[src/rtl/oc8051_muldiv_seq_pkg.sv]
// Shared encodings for the sequential MUL/DIV engine: operation codes and FSM states.
package oc8051_muldiv_seq_pkg;

    localparam logic [1:0] OC8051_MD_MULU = 2'b00;
    localparam logic [1:0] OC8051_MD_MULS = 2'b01;
    localparam logic [1:0] OC8051_MD_DIVU = 2'b10;
    localparam logic [1:0] OC8051_MD_DIVS = 2'b11;

    typedef enum logic [1:0] {
        OC8051_MD_IDLE = 2'b00,
        OC8051_MD_CALC = 2'b01,
        OC8051_MD_FIX  = 2'b10,
        OC8051_MD_FIN  = 2'b11
    } md_state_e;

endpackage

[src/rtl/oc8051_muldiv_step.sv]
// One radix-2 iteration: shift-add for multiply, restoring shift-subtract for divide.
module oc8051_muldiv_step
    import oc8051_muldiv_seq_pkg::*;
#(
    parameter int DATA_W = 8
) (
    input  logic                  i_div,
    input  logic [2*DATA_W-1:0]   i_acc,
    input  logic [DATA_W-1:0]     i_opd,
    output logic [2*DATA_W-1:0]   o_acc
);

    logic [DATA_W-1:0] w_hi;
    logic [DATA_W-1:0] w_lo;
    logic [DATA_W-1:0] w_addend;
    logic [DATA_W:0]   w_sum;
    logic [DATA_W:0]   w_shl;
    logic [DATA_W:0]   w_diff;

    always_comb begin
        w_hi     = i_acc[2*DATA_W-1:DATA_W];
        w_lo     = i_acc[DATA_W-1:0];
        w_addend = w_lo[0] ? i_opd : {DATA_W{1'b0}};
        w_sum    = {1'b0, w_hi} + {1'b0, w_addend};
        // Partial remainder is shifted left by one before the trial subtract.
        w_shl    = {w_hi, w_lo[DATA_W-1]};
        w_diff   = w_shl - {1'b0, i_opd};
        o_acc    = {w_sum, w_lo[DATA_W-1:1]};
        if (i_div) begin
            if (!w_diff[DATA_W]) begin
                o_acc = {w_diff[DATA_W-1:0], w_lo[DATA_W-2:0], 1'b1};
            end else begin
                o_acc = {w_shl[DATA_W-1:0], w_lo[DATA_W-2:0], 1'b0};
            end
        end
    end

endmodule

[src/rtl/oc8051_muldiv_seq.sv]
// Multi-cycle MUL/DIV engine: FSM, iteration counter, sign bookkeeping and result registers.
module oc8051_muldiv_seq
    import oc8051_muldiv_seq_pkg::*;
#(
    parameter int DATA_W    = 8,
    parameter bit SIGNED_EN = 1'b0
) (
    input  logic              clk,
    input  logic              rst,
    input  logic              start,
    input  logic [1:0]        op,
    input  logic [DATA_W-1:0] src1,
    input  logic [DATA_W-1:0] src2,
    output logic              busy,
    output logic              done,
    output logic [DATA_W-1:0] des1,
    output logic [DATA_W-1:0] des2,
    output logic              desOv
);

    localparam int              CNT_W    = $clog2(DATA_W);
    localparam logic [CNT_W-1:0] CNT_LAST = CNT_W'(DATA_W - 1);

    function automatic logic [DATA_W-1:0] cond_neg(input logic neg, input logic [DATA_W-1:0] x);
        return neg ? -x : x;
    endfunction

    function automatic logic [2*DATA_W-1:0] cond_neg2(input logic neg, input logic [2*DATA_W-1:0] x);
        return neg ? -x : x;
    endfunction

    md_state_e           r_state;
    md_state_e           w_state_nxt;
    logic [CNT_W-1:0]    r_cnt;
    logic                r_div;
    logic                r_sgn;
    logic                r_neg_res;
    logic                r_neg_dvd;
    logic                r_dz;
    logic [DATA_W-1:0]   r_opd;
    logic [2*DATA_W-1:0] r_acc;
    logic                r_busy;
    logic                r_done;
    logic [DATA_W-1:0]   r_des1;
    logic [DATA_W-1:0]   r_des2;
    logic                r_ov;

    logic                w_div;
    logic                w_sgn;
    logic                w_s1;
    logic                w_s2;
    logic                w_dz;
    logic [DATA_W-1:0]   w_mag1;
    logic [DATA_W-1:0]   w_mag2;
    logic [2*DATA_W-1:0] w_acc_step;
    logic [2*DATA_W-1:0] w_prod;
    logic [DATA_W-1:0]   w_fix1;
    logic [DATA_W-1:0]   w_fix2;
    logic                w_fix_ov;

    // Request decode; op[0] only matters when signed support is built in.
    always_comb begin
        w_div  = (op == OC8051_MD_DIVU) || (op == OC8051_MD_DIVS);
        w_sgn  = SIGNED_EN && ((op == OC8051_MD_MULS) || (op == OC8051_MD_DIVS));
        w_s1   = w_sgn && src1[DATA_W-1];
        w_s2   = w_sgn && src2[DATA_W-1];
        w_dz   = w_div && (src2 == {DATA_W{1'b0}});
        w_mag1 = cond_neg(w_s1, src1);
        w_mag2 = cond_neg(w_s2, src2);
    end

    oc8051_muldiv_step #(
        .DATA_W (DATA_W)
    ) u_step (
        .i_div (r_div),
        .i_acc (r_acc),
        .i_opd (r_opd),
        .o_acc (w_acc_step)
    );

    always_comb begin
        w_state_nxt = r_state;
        case (r_state)
            OC8051_MD_IDLE: if (start) w_state_nxt = w_dz ? OC8051_MD_FIX : OC8051_MD_CALC;
            OC8051_MD_CALC: if (r_cnt == CNT_LAST) w_state_nxt = OC8051_MD_FIX;
            OC8051_MD_FIX:  w_state_nxt = OC8051_MD_FIN;
            OC8051_MD_FIN:  w_state_nxt = OC8051_MD_IDLE;
            default:        w_state_nxt = OC8051_MD_IDLE;
        endcase
    end

    always_ff @(posedge clk) begin
        if (rst) begin
            r_state <= OC8051_MD_IDLE;
            r_busy  <= 1'b0;
            r_done  <= 1'b0;
        end else begin
            r_state <= w_state_nxt;
            r_busy  <= (w_state_nxt == OC8051_MD_CALC) || (w_state_nxt == OC8051_MD_FIX);
            r_done  <= (w_state_nxt == OC8051_MD_FIN);
        end
    end

    // Sign correction of the unsigned magnitude result and overflow detection.
    always_comb begin
        w_prod   = cond_neg2(r_neg_res, r_acc);
        w_fix1   = w_prod[DATA_W-1:0];
        w_fix2   = w_prod[2*DATA_W-1:DATA_W];
        w_fix_ov = r_sgn ? (w_fix2 != {DATA_W{w_fix1[DATA_W-1]}})
                         : (w_fix2 != {DATA_W{1'b0}});
        if (r_div) begin
            if (r_dz) begin
                w_fix1   = {DATA_W{1'b1}};
                w_fix2   = r_acc[DATA_W-1:0];
                w_fix_ov = 1'b1;
            end else begin
                w_fix1   = cond_neg(r_neg_res, r_acc[DATA_W-1:0]);
                w_fix2   = cond_neg(r_neg_dvd, r_acc[2*DATA_W-1:DATA_W]);
                // Only most-negative / -1 yields a positive quotient with the MSB set.
                w_fix_ov = r_sgn && !r_neg_res && r_acc[DATA_W-1];
            end
        end
    end

    always_ff @(posedge clk) begin
        if (rst) begin
            r_cnt     <= '0;
            r_div     <= 1'b0;
            r_sgn     <= 1'b0;
            r_neg_res <= 1'b0;
            r_neg_dvd <= 1'b0;
            r_dz      <= 1'b0;
            r_opd     <= '0;
            r_acc     <= '0;
            r_des1    <= '0;
            r_des2    <= '0;
            r_ov      <= 1'b0;
        end else begin
            case (r_state)
                OC8051_MD_IDLE: begin
                    if (start) begin
                        r_div     <= w_div;
                        r_sgn     <= w_sgn;
                        r_neg_res <= w_s1 ^ w_s2;
                        r_neg_dvd <= w_s1;
                        r_dz      <= w_dz;
                        r_opd     <= w_mag2;
                        r_acc     <= {{DATA_W{1'b0}}, (w_dz ? src1 : w_mag1)};
                        r_cnt     <= '0;
                    end
                end
                OC8051_MD_CALC: begin
                    r_acc <= w_acc_step;
                    r_cnt <= r_cnt + CNT_W'(1);
                end
                OC8051_MD_FIX: begin
                    r_des1 <= w_fix1;
                    r_des2 <= w_fix2;
                    r_ov   <= w_fix_ov;
                end
                default: ;
            endcase
        end
    end

    assign busy  = r_busy;
    assign done  = r_done;
    assign des1  = r_des1;
    assign des2  = r_des2;
    assign desOv = r_ov;

endmodule

[config.mk]
export PLATFORM = sky130hd
export DESIGN_NAME = oc8051_muldiv_seq
export DESIGN_NICKNAME = d
export VERILOG_FILES = /design/src/rtl/oc8051_muldiv_seq_pkg.sv /design/src/rtl/oc8051_muldiv_step.sv /design/src/rtl/oc8051_muldiv_seq.sv
export SDC_FILE = /design/constraint.sdc
export NUM_CORES = 1
export LEC_CHECK = 0
export BUFFER_PORTS_ARGS = -buffer_cell sky130_fd_sc_hd__buf_2
export CAP_MARGIN = 40
export CORE_MARGIN = 2
export CORE_UTILIZATION = 50
export CTS_BUF_LIST = sky130_fd_sc_hd__clkbuf_4 sky130_fd_sc_hd__clkbuf_8
export DETAILED_ROUTE_END_ITERATION = 7
export HOLD_SLACK_MARGIN = 0.03
export PLACE_DENSITY = 0.69
export SLEW_MARGIN = 20
export SYNTH_ARGS = -nofsm -noshare
export SYNTH_HDL_FRONTEND = slang
export SYNTH_SLANG_ARGS = --single-unit
export TNS_END_PERCENT = 100
[constraint.sdc]
create_clock -name clk -period 6.3 [get_ports clk]
set_clock_uncertainty 0.1 [all_clocks]
set_input_delay 1.89 -clock clk [delete_from_list [all_inputs] [get_ports clk]]
set_output_delay 1.89 -clock clk [all_outputs]
set_load 0.03 [all_outputs]
Word level (Yosys, flattened, before mapping)
Cells that the tools add are included.
Widths: inputs -> output; s select.
{"block": "word_totals", "reg_bits": 50, "latch_bits": 0, "mem_bits_rw": 0, "rom_bits": 0, "input_bits": 21, "wordCells": 50, "mem_count": 0}
{"block": "op_classes", "n_addsub": 3, "multipliers": 0, "n_div": 0, "n_lt_le_gt_ge": 0, "eq_ne": 10, "shifts": 0, "n_mux": 17, "n_bitwise": 0, "n_reduce_logical": 9}
{"operator": "$mux 16", "count": 3}
{"operator": "$mux 8", "count": 5}
{"operator": "$pmux 16 s2", "count": 1}
{"operator": "$eq 2x2->1 const B", "count": 6}
{"operator": "$add 8x8->9", "count": 1}
{"operator": "$sub 9x8->9", "count": 1}
{"operator": "$logic_not 8->1", "count": 1}
{"operator": "$pmux 2 s4", "count": 1}
{"operator": "$reduce_bool 8->1", "count": 1}
{"operator": "$mux 2", "count": 3}
{"operator": "$pmux 3 s2", "count": 1}
{"operator": "$eq 2x1->1 const B", "count": 2}
{"operator": "$reduce_and 2->1", "count": 2}
{"operator": "$add 3x1->3 const B", "count": 1}
{"operator": "$eq 3x3->1 const B", "count": 1}
{"operator": "$mux 3", "count": 1}
{"operator": "$logic_not 2->1", "count": 1}
{"operator": "$logic_or 1x1->1", "count": 2}
{"operator": "$mux 1", "count": 2}
{"operator": "$ne 2x2->1 const B", "count": 1}
{"operator": "$reduce_bool 2->1", "count": 1}
{"operator": "$logic_and 1x1->1", "count": 1}

Longest topological paths before layout
{"block": "logic_depth", "word_depth": 8, "depth_mapped": 9, "depth_no_buf": 9}

Modules after synthesis
Synthesis repeated with hierarchy kept, for this count alone.
{"block": "hier_totals", "cells_unflattened": 352, "area_unflattened_um2": 3025.4}
{"module": "oc8051_muldiv_seq", "instances": 1, "cells_per_inst": 231, "area_each_um2": 2053.2, "seq_area_each_um2": 1001.0}
{"module": "oc8051_muldiv_step", "instances": 1, "cells_per_inst": 121, "area_each_um2": 972.2, "seq_area_each_um2": 0.0}

Worst setup path before layout
Ideal clock, no wire load.
{"block": "synth_path", "kind": "in2reg", "start": "in rst", "end": "reg r_acc[13]", "setup_ns": 0.095, "arrival_time_ns": 2.847, "required_time_ns": 6.105, "path_slack_ns": 3.258, "cell_stages": 5, "path_cell_list": "clkbuf_1 -> nor3_1 -> o21ai_0 -> a2bb2oi_1 -> o311ai_1"}
{"element": "start, declared", "line_no": "oc8051_muldiv_seq.sv:9", "text": "input logic rst,"}
{"element": "end signal, assigned", "line_no": "oc8051_muldiv_seq.sv:148", "text": "r_acc <= {{DATA_W{1'b0}}, (w_dz ? src1 : w_mag1)};"}
{"element": "end signal, assigned", "line_no": "oc8051_muldiv_seq.sv:153", "text": "r_acc <= w_acc_step;"}
{"element": "end, declared", "line_no": "oc8051_muldiv_seq.sv:41", "text": "logic [2*DATA_W-1:0] r_acc;"}

Worst setup path in the final report
{"block": "layout_path", "start": "in start", "end": "reg r_acc[15]"}
{"block": "layout_between", "elab_chain_cells": 2}
{"element": "start, declared", "line_no": "oc8051_muldiv_seq.sv:10", "text": "input logic start,"}
{"element": "$ne 2x2->1 (no source line)"}
{"element": "$reduce_and 2->1 (no source line)"}
No other way between the ends.
A chain may end at the register's enable or synchronous reset.

==> metrics <==
Register Area=0.00100 mm2; final setup TNS=0 ns; die width=81.2 um; hpwl dp=5020 um; Hold Path Stages=2; Antenna Nets Post-Route=0; FF-to-FF End=r_acc[14]; sequential power share=around half; Final Hold Violating Endpoints=0; routed vias/inst=between 5 and 6; All-Layer GR Usage=22.0%; Rows=28; antenna violations before repair=0; average wire per standard cell=approximately 15 um; Reg clk slew, reported paths=0.10 ns; Layout Utilization=between 50% and 60%; Core Box Area=0.00585 mm2; EDFF count, synth=0; RSZ-0062 raised after global routing=no; net switching power=208 uW; final wirelength=between 6000 and 7000 um; Syn Area/Cell=between 8 and 9 um2; Post-CTS Hold Buffers=0; 1st-pass router iterations=4; leakage dissipation=0.00138 uW; area delta synth->final=11.6%; reg2reg start=r_acc[7]; cts repair resizes=0; WP buf/inv=2; clock root buffer=clkbuf_8; Post-synth ARST share=0%; Power per Cell Area=203 mW/mm2; worst hold start=r_opd[2]; antenna cells=0; Multi-input gate area=0.00184 mm2; Worst path max stage delay=0.49 ns; number of global-route vias before repair=between 2000 and 2500; Final setup viols=0; vias=2659; crit path cell chain=buf_2, o21bai_1, buf_4, nor2b_1, nand2_1, nor3b_1, a211oi_1; share of cells above drive strength 1=between 10% and 20%; sequential element share of the synthesized area=33.6%; Post-Syn Area=0.00298 mm2; f_max=0.303 GHz; worst hold endpoint=r_opd[2]; final net count=433; measured slew at the worst slew-check pin=0.763 ns; first-pass GRT wire length=11400 um; worst reg2reg path depth=9; largest vdd supply drop=about 0.13 mV; CTS Sinks=50; Max Slew Vio Count=0; Post-Syn Nets=404; WP data required=6.43 ns; element type at the critical path end=flop; min cycle time layout=3.30 ns; effective utilization at floorplan=50.9%; Placed Instances=459; # fillers=570; # DRC=0; Worst slew margin=about half; post-synth top area cell=dfxtp_1; Worst-Skew Late Latency=0.31 ns; synthesized flop and latch total=50; crit-path max FO=20; Non-Filler Instances=468; reg2reg setup slack=3.55 ns; yosys warns=0; CTS tree=yes; htree depth=2; Unique masters post-synth=57; Post-Syn Instances=363; largest net degree at the start of global routing=49; Top FF cell, synth=dfxtp_1; initial DRC count=~130; max-capacitance violation count=0; CTS buffer count=5; clock share of power=just under 30%; die area=0.00659 mm2; IO buf count=38; share of the synthesized area in the top cell type=33.6%; Top delay family on crit path=simple AND/OR/NAND/NOR gates; CP max stage cell=nor2b_1; final worst-path cycle share=52.3%; CP Launch Point=start; outcome=completed; P_int=466 uW; die height=81.2 um; Placer Congestion=0.864; combinational power share=20.0%; startpoint type of the worst setup path=input port; num ports=40; critical path data arrival time=3.43 ns; kind of critical path=input port to flop; net switching fraction of the power=30.9%; GR Overflow Total=0; # Post-CTS Setup Buffers=0; clock buffer depth=2; worst hold path type=flop to flop; ranking of synthesized cells by area=dfxtp_1, ha_1, a21oi_1, nor2_1, nand2_1
[worst max path at each step]
stage / slack [ns] / end / cells past startpoint
finish: 3.00 / r_acc[15] / 7
global route: 2.73 / r_acc[15] / 7
CTS: 2.94 / r_acc[13] / 5
detailed placement: 2.61 / r_acc[13] / 5
global placement: 2.63 / r_acc[13] / 5
floorplan: 3.26 / r_acc[13] / 5
[registers in the layout (all words and copies together) (netlist names)]
name	flops
r_div	1
r_state	2
r_cnt	3
busy	1
des1	8
r_acc	16
done	1
r_opd	8
desOv	1
des2	8
r_dz	1
[cell type report]
class / count / share of cell area (%)
clock buffers: 5 / 2.07
clock inverters: 3 / 0.715
inverters: 16 / 1.81
multi-input cells: 276 / 55.3
flip-flops and latches: 50 / 30.1
well taps: 75 / 2.82
repair buffers: 43 / 7.22
[per-stage QoR]
step / total power (uW) / setup slack (ns) / hold slack [ns] / area (um2)
floorplan: 450 / 3.26 / 0.345 / 2980
global placement: 481 / 2.63 / 0.361 / 3210
detailed placement: 484 / 2.61 / 0.367 / 3210
CTS: 677 / 2.94 / 0.380 / 3310
global route: 708 / 2.73 / 0.416 / 3330
finish: 674 / 3.00 / 0.379 / 3330
[routing by layer]
metal | wire length [um] | global-route usage (%) | share of wire, %
met5 | 0 | 0 | 0
met3 | 178 | 3.78 | 2.6
met2 | 3130 | 34.5 | 46
met1 | 3430 | 30.7 | 50
met4 | 133 | 7.29 | 1.9
[synth_stat cells (all sizes together) (7+ instances only)]
master / n
a21o: 7
o22ai: 11
inv: 16
a311oi: 8
and2: 10
nor2: 42
nor3: 9
nand3: 11
dfxtp: 50
a211oi: 13
a21oi: 34
o21ai: 10
mux2i: 11
nand2: 34
a22oi: 7
clkbuf: 16
ha: 18
[worst min-delay path: stages (launching register included)]
cell     delay, ns
dfxtp_1       0.33
nand2_1       0.06
a21oi_1       0.05
[power by group through the flow]
stage               Clock, uW  Combinational, uW  Sequential, uW
global placement            0                130             351
global route              212                149             346
detailed placement          0                133             351
finish                    195                135             344
CTS                       199                134             344
floorplan                   0                106             344
[placed cells by master (no fill, tap or decap), types with 7 or more instances in the layout]
master and instances:
dfxtp_1 50, nor2_1 42, buf_2 38, nand2_1 34, a21oi_1 33, ha_1 18, inv_1 14, a211oi_1 12
mux2i_1 11, o22ai_1 11, nand3_1 10, and2_1 9, o21ai_0 9, nor3_1 9, a311oi_1 8, a22oi_1 7
a21o_1 7
[cells by family after synthesis]
kind of cell    after synthesis  share of synthesized area [%]
simple gates                123                           19.0
mux                          13                           4.83
xor+xnor                      9                           2.64
fa+ha+maj                    20                           8.90
compound gates              111                           26.2
buf+inv                      37                           4.79
flops                        50                           33.6
No activity file was read; power rests on OpenSTA's default activity.
